`src/rtl/pipe_pkg.sv`:
```
// rtl/pipe_pkg.sv - shared pipeline constants: widths, control bit indices, return-address register
package pipe_pkg;

  localparam int XLEN   = 32;
  localparam int NREGS  = 16;
  localparam int REG_W  = 4;
  localparam int CTRL_W = 22;

  // Control vector bit positions; bits 8..21 carry the ALU operation.
  localparam int IS_ST   = 0;
  localparam int IS_LD   = 1;
  localparam int IS_BEQ  = 2;
  localparam int IS_BGT  = 3;
  localparam int IS_RET  = 4;
  localparam int IS_IMM  = 5;
  localparam int IS_WB   = 6;
  localparam int IS_CALL = 7;

  localparam logic [REG_W-1:0] RA_REG = 4'd15;

  // Destination register: calls always link into ra, everything else uses rd.
  function automatic logic [REG_W-1:0] dest_reg(input logic is_call, input logic [XLEN-1:0] inst);
    return is_call ? RA_REG : inst[25:22];
  endfunction

endpackage

```
`src/rtl/rw_regfile.sv`:
```
// rtl/rw_regfile.sv - 16x32 register file, one synchronous write port, two asynchronous read ports
module rw_regfile
  import pipe_pkg::*;
(
  input  logic             clk,
  input  logic             rst,
  input  logic             wr_en,
  input  logic [REG_W-1:0] wr_addr,
  input  logic [XLEN-1:0]  wr_data,
  input  logic [REG_W-1:0] rd_addr1,
  input  logic [REG_W-1:0] rd_addr2,
  output logic [XLEN-1:0]  rd_data1,
  output logic [XLEN-1:0]  rd_data2
);

  logic [XLEN-1:0] regs [NREGS];

  // Storage: cleared on reset, single write per edge.
  always_ff @(posedge clk or posedge rst) begin
    if (rst) begin
      for (int i = 0; i < NREGS; i++) begin
        regs[i] <= '0;
      end
    end else if (wr_en) begin
      regs[wr_addr] <= wr_data;
    end
  end

  // Reads return stored contents only; same-cycle writes are covered by forwarding.
  assign rd_data1 = regs[rd_addr1];
  assign rd_data2 = regs[rd_addr2];

endmodule

```
`src/rtl/rw_stage.sv`:
```
// rtl/rw_stage.sv - register-write pipeline stage with register file and RW-to-OF forwarding
module rw_stage
  import pipe_pkg::*;
(
  input  logic              clk,
  input  logic              rst,
  input  logic              ma_valid,
  input  logic [XLEN-1:0]   ma_pc,
  input  logic [XLEN-1:0]   ma_inst,
  input  logic [XLEN-1:0]   ma_alu_result,
  input  logic [XLEN-1:0]   ma_ld_result,
  input  logic [CTRL_W-1:0] ma_control_signals,
  input  logic [REG_W-1:0]  read_port1,
  input  logic [REG_W-1:0]  read_port2,
  output logic [XLEN-1:0]   OP1_input,
  output logic [XLEN-1:0]   OP2_input,
  output logic [XLEN-1:0]   Data_from_rw_for_OF,
  output logic              signal1_from_forwarding1_for_RW_OF,
  output logic              signal2_from_forwarding2_for_RW_OF,
  output logic [XLEN-1:0]   instr_count
);

  logic              rw_valid;
  logic [XLEN-1:0]   rw_pc;
  logic [XLEN-1:0]   rw_inst;
  logic [XLEN-1:0]   rw_alu_result;
  logic [XLEN-1:0]   rw_ld_result;
  logic [CTRL_W-1:0] rw_ctrl;
  logic [XLEN-1:0]   count_q;

  logic [REG_W-1:0]  dest;
  logic [XLEN-1:0]   wb_data;
  logic              wr_en;

  // RW latch: capture whatever leaves MA each cycle, bubbles included.
  always_ff @(posedge clk or posedge rst) begin
    if (rst) begin
      rw_valid      <= 1'b0;
      rw_pc         <= '0;
      rw_inst       <= '0;
      rw_alu_result <= '0;
      rw_ld_result  <= '0;
      rw_ctrl       <= '0;
    end else begin
      rw_valid      <= ma_valid;
      rw_pc         <= ma_pc;
      rw_inst       <= ma_inst;
      rw_alu_result <= ma_alu_result;
      rw_ld_result  <= ma_ld_result;
      rw_ctrl       <= ma_control_signals;
    end
  end

  // Writeback value selection: load data beats link address beats ALU result.
  always_comb begin
    wb_data = rw_alu_result;
    if (rw_ctrl[IS_LD]) begin
      wb_data = rw_ld_result;
    end else if (rw_ctrl[IS_CALL]) begin
      wb_data = rw_pc + 32'd4;
    end
  end

  assign dest  = dest_reg(rw_ctrl[IS_CALL], rw_inst);
  assign wr_en = rw_valid & rw_ctrl[IS_WB];

  rw_regfile u_regfile (
    .clk      (clk),
    .rst      (rst),
    .wr_en    (wr_en),
    .wr_addr  (dest),
    .wr_data  (wb_data),
    .rd_addr1 (read_port1),
    .rd_addr2 (read_port2),
    .rd_data1 (OP1_input),
    .rd_data2 (OP2_input)
  );

  assign Data_from_rw_for_OF                = wb_data;
  assign signal1_from_forwarding1_for_RW_OF = wr_en & (read_port1 == dest);
  assign signal2_from_forwarding2_for_RW_OF = wr_en & (read_port2 == dest);

  // Retired-instruction counter: every valid RW occupant counts, wrapping naturally.
  always_ff @(posedge clk or posedge rst) begin
    if (rst) begin
      count_q <= '0;
    end else if (rw_valid) begin
      count_q <= count_q + 32'd1;
    end
  end

  assign instr_count = count_q;

endmodule
```
`config.mk`:
```
export PLATFORM = sky130hd
export DESIGN_NAME = rw_stage
export DESIGN_NICKNAME = d
export VERILOG_FILES = /design/src/rtl/pipe_pkg.sv /design/src/rtl/rw_regfile.sv /design/src/rtl/rw_stage.sv
export SDC_FILE = /design/constraint.sdc
export NUM_CORES = 1
export LEC_CHECK = 0
export CORE_MARGIN = 5
export CORE_UTILIZATION = 37
export DETAILED_ROUTE_END_ITERATION = 16
export GPL_TIMING_DRIVEN = 1
export HOLD_SLACK_MARGIN = 0.12
export PLACE_DENSITY = 0.61
export SLEW_MARGIN = 10
export SYNTH_ARGS = -nofsm -noshare
export SYNTH_HDL_FRONTEND = slang
export SYNTH_SLANG_ARGS = --single-unit
```
`constraint.sdc`:
```
create_clock -name clk -period 21.3 [get_ports clk]
set_input_delay 4.26 -clock clk [delete_from_list [all_inputs] [get_ports clk]]
set_output_delay 4.26 -clock clk [all_outputs]
set_load 0.05 [all_outputs]
```
==> metrics.txt <==
WP data arrival 7.90 ns; die area 90100 um2; multi-input logic area 14000 um2; Antenna Diode Count 0; Reg2Reg Setup Slack between 15 and 20 ns; vias per cell 5.79; Global Route Usage Sum 20.9%; Placement Setup Slack 9.18 ns; Final TNS setup 0 ns; Ports between 200 and 300; fmax 82.3 MHz; CTS resizes 0; Final Net Count 2879; status complete, no violations; ys flop type dfrtp_1; clk_lat worst skew 0.63 ns; Area contributors post-synth dfrtp_1, mux4_2, o21ai_0; detailed placement HPWL 58200 um; core area roughly 84000 um2; largest net degree at the start of global routing 83; vias in the first global route 23.0k; initial antenna violation count 1; clock-pin slew of the registers on the worst-case setup and hold paths ~0.060 ns; via count 22.3k; post-detailed-route DRC marker count 0; hold_buf cts 0; DR iter-0 viols about 1.9k; ys async rst share 100%; maxcap violations 0; Chip Height 300 um; Leakage about 15 nW; row count 106; Critical Path Sink Type primary output; mapped cell area 31100 um2; area grow syn2layout 18.7%; clock skew around 0.03 ns; first-pass GRT wire length 144000 um; # Post-CTS Setup Buffers 0; post-route setup slack 9.14 ns; commonest non-fill, non-tap cell in the layout dfrtp_1; Slew HR roughly 16%; yosys warns 0; GP Congestion 0.823; GRT Residual Overflow 0; Fill cells 7522; CTS Root Buffer Type clkbuf_16; Port Buffers roughly 240; final setup vio count 0; DR WL/cell 24.5 um; Synth area leader dfrtp_1; hold_ws 0.489 ns; Max VDD drop 0.0000526 V; final hold vios 0; drt total wl 94500 um; Hold Path Class register to register; Starting Density 37.3%; Yosys cell types 53; FF/Latch Area 16200 um2; Startpoint Class input port; sequential-to-total area share from yosys stat 52.1%; count of flip-flops with a built-in enable after synthesis 0; Setup CP Type input port to primary output; most frequent cells in the layout dfrtp_1, nand2_1, o21ai_0, mux4_2, clkdlybuf4s50_1; top cell type's share of synthesized area 52.1%; Die Wd 300 um; Post-Synthesis Cells 2591; Final Slew Violations 0; syn avg cell area approximately 12 um2; H-tree depth 3; antenna-violating nets left 0; Slew @ Worst Pin about 1.3 ns; Max FO, Critical Path 70; Synth Net Count roughly 2.8k; Period Utilization, post-route between 50 and 60%; layout cells sized above 1 19.3%; CTS tree built; Num Clock Sinks 648; first drt pass iteration count 5; Critical Path RT 17.04 ns; FF+latch count, synth roughly 650; TritonCTS buffer count 74; power per cell area 94.0 nW/um2; minimum clock period between 10 and 15 ns; clk buf depth 3; unrepaired setup endpoints after global routing false
[synthesized netlist by cell type, drive strengths merged (2+ instances only)]
library cell / instances
or3: 9
inv: 20
o21ai: 487
buf: 61
nand3: 32
a211oi: 3
nand4: 18
nor2: 63
dfrtp: 648
a22oi: 14
nor4: 10
or4: 8
a22o: 4
nor3: 17
a311oi: 2
o21a: 3
nand2: 506
mux4: 320
o211ai: 3
a31oi: 13
mux2: 9
nand2b: 6
or2: 9
xnor2: 34
o22ai: 6
mux2i: 6
and4: 11
and3: 6
ha: 2
a222oi: 2
nor2b: 3
clkbuf: 182
xor2: 17
a21oi: 44
o31ai: 3
[layout make-up]
type	count	share of cell area [%]
multi-input combinational	1679	37.7
timing repair buffer	292	7.55
clock buffer	108	6.07
sequential	648	43.9
inverter	21	0.223
tap	1080	3.65
clock inverter	26	0.897
[through the flow]
| stage | cell area (um2) | cells | util [%] | total power, mW |
|---|---|---|---|---|
| detailed placement | 34400 | 3717 | 41.1 | 2.17 |
| floorplan | 31100 | 2591 | - | 1.94 |
| global route | 37000 | 3854 | 44.2 | 3.62 |
| finish | 37000 | 3854 | 44.2 | 3.48 |
| CTS | 36900 | 3851 | 44.2 | 3.50 |
| global placement | 34400 | 3717 | 41.1 | 2.13 |
[critical path, stage by stage]
cell and delay [ns]:
buf_6 0.66, buf_4 0.95, mux4_2 0.60, mux4_2 0.58
clkdlybuf4s50_1 0.75
[cells by family after synthesis]
group                    Yosys count  synth area share [%]
AND/OR/NAND/NOR                  701                  9.49
buffers and inverters            264                  3.31
multiplexers                     335                  23.7
adder cells (fa/ha/maj)            2                0.0803
flip-flops                       648                  52.1
AO/OA/AOI/OAI                    590                  9.96
XOR/XNOR                          51                  1.43
[report_power, final]
| part | switching [mW] | internal [mW] | leakage, nW | total (mW) |
|---|---|---|---|---|
| clock | 0.522 | 0.807 | 1.28 | 1.33 |
| sequential | 0.112 | 1.38 | 8.47 | 1.49 |
| combinational | 0.367 | 0.292 | 5.60 | 0.660 |
| total | 1.00 | 2.47 | 15.3 | 3.48 |
[registers in the layout, indices dropped and copies added, names as in the netlist]
register,cells
rw_pc,32
rw_inst,4
rw_ld_result,32
u_regfile.regs,512
rw_ctrl,3
instr_count,32
rw_alu_result,32
rw_valid,1
[layer usage]
| layer | GRT usage, % | up-vias | part of all wire, % |
|---|---|---|---|
| met5 | 0 | - | 0 |
| met4 | 8.09 | 0 | 3.9 |
| met3 | 3.96 | 220 | 7.4 |
| met2 | 34.1 | 970 | 48 |
| met1 | 27.9 | 11400 | 40 |
| li1 | - | 9710 | - |
[worst paths after layout]
check	from	to	depth (start not counted)
worst max-delay path	read_port1[1]	OP1_input[13]	5
worst min-delay path	instr_count[23]	instr_count[23]	1
worst max register to register	rw_ctrl[7]	u_regfile.regs[217]	7
worst min register to register	instr_count[23]	instr_count[23]	1
max in group asynchronous	rst	u_regfile.regs[362]	6
min in group asynchronous	rst	u_regfile.regs[372]	2
(Power assumes the default switching activity.)
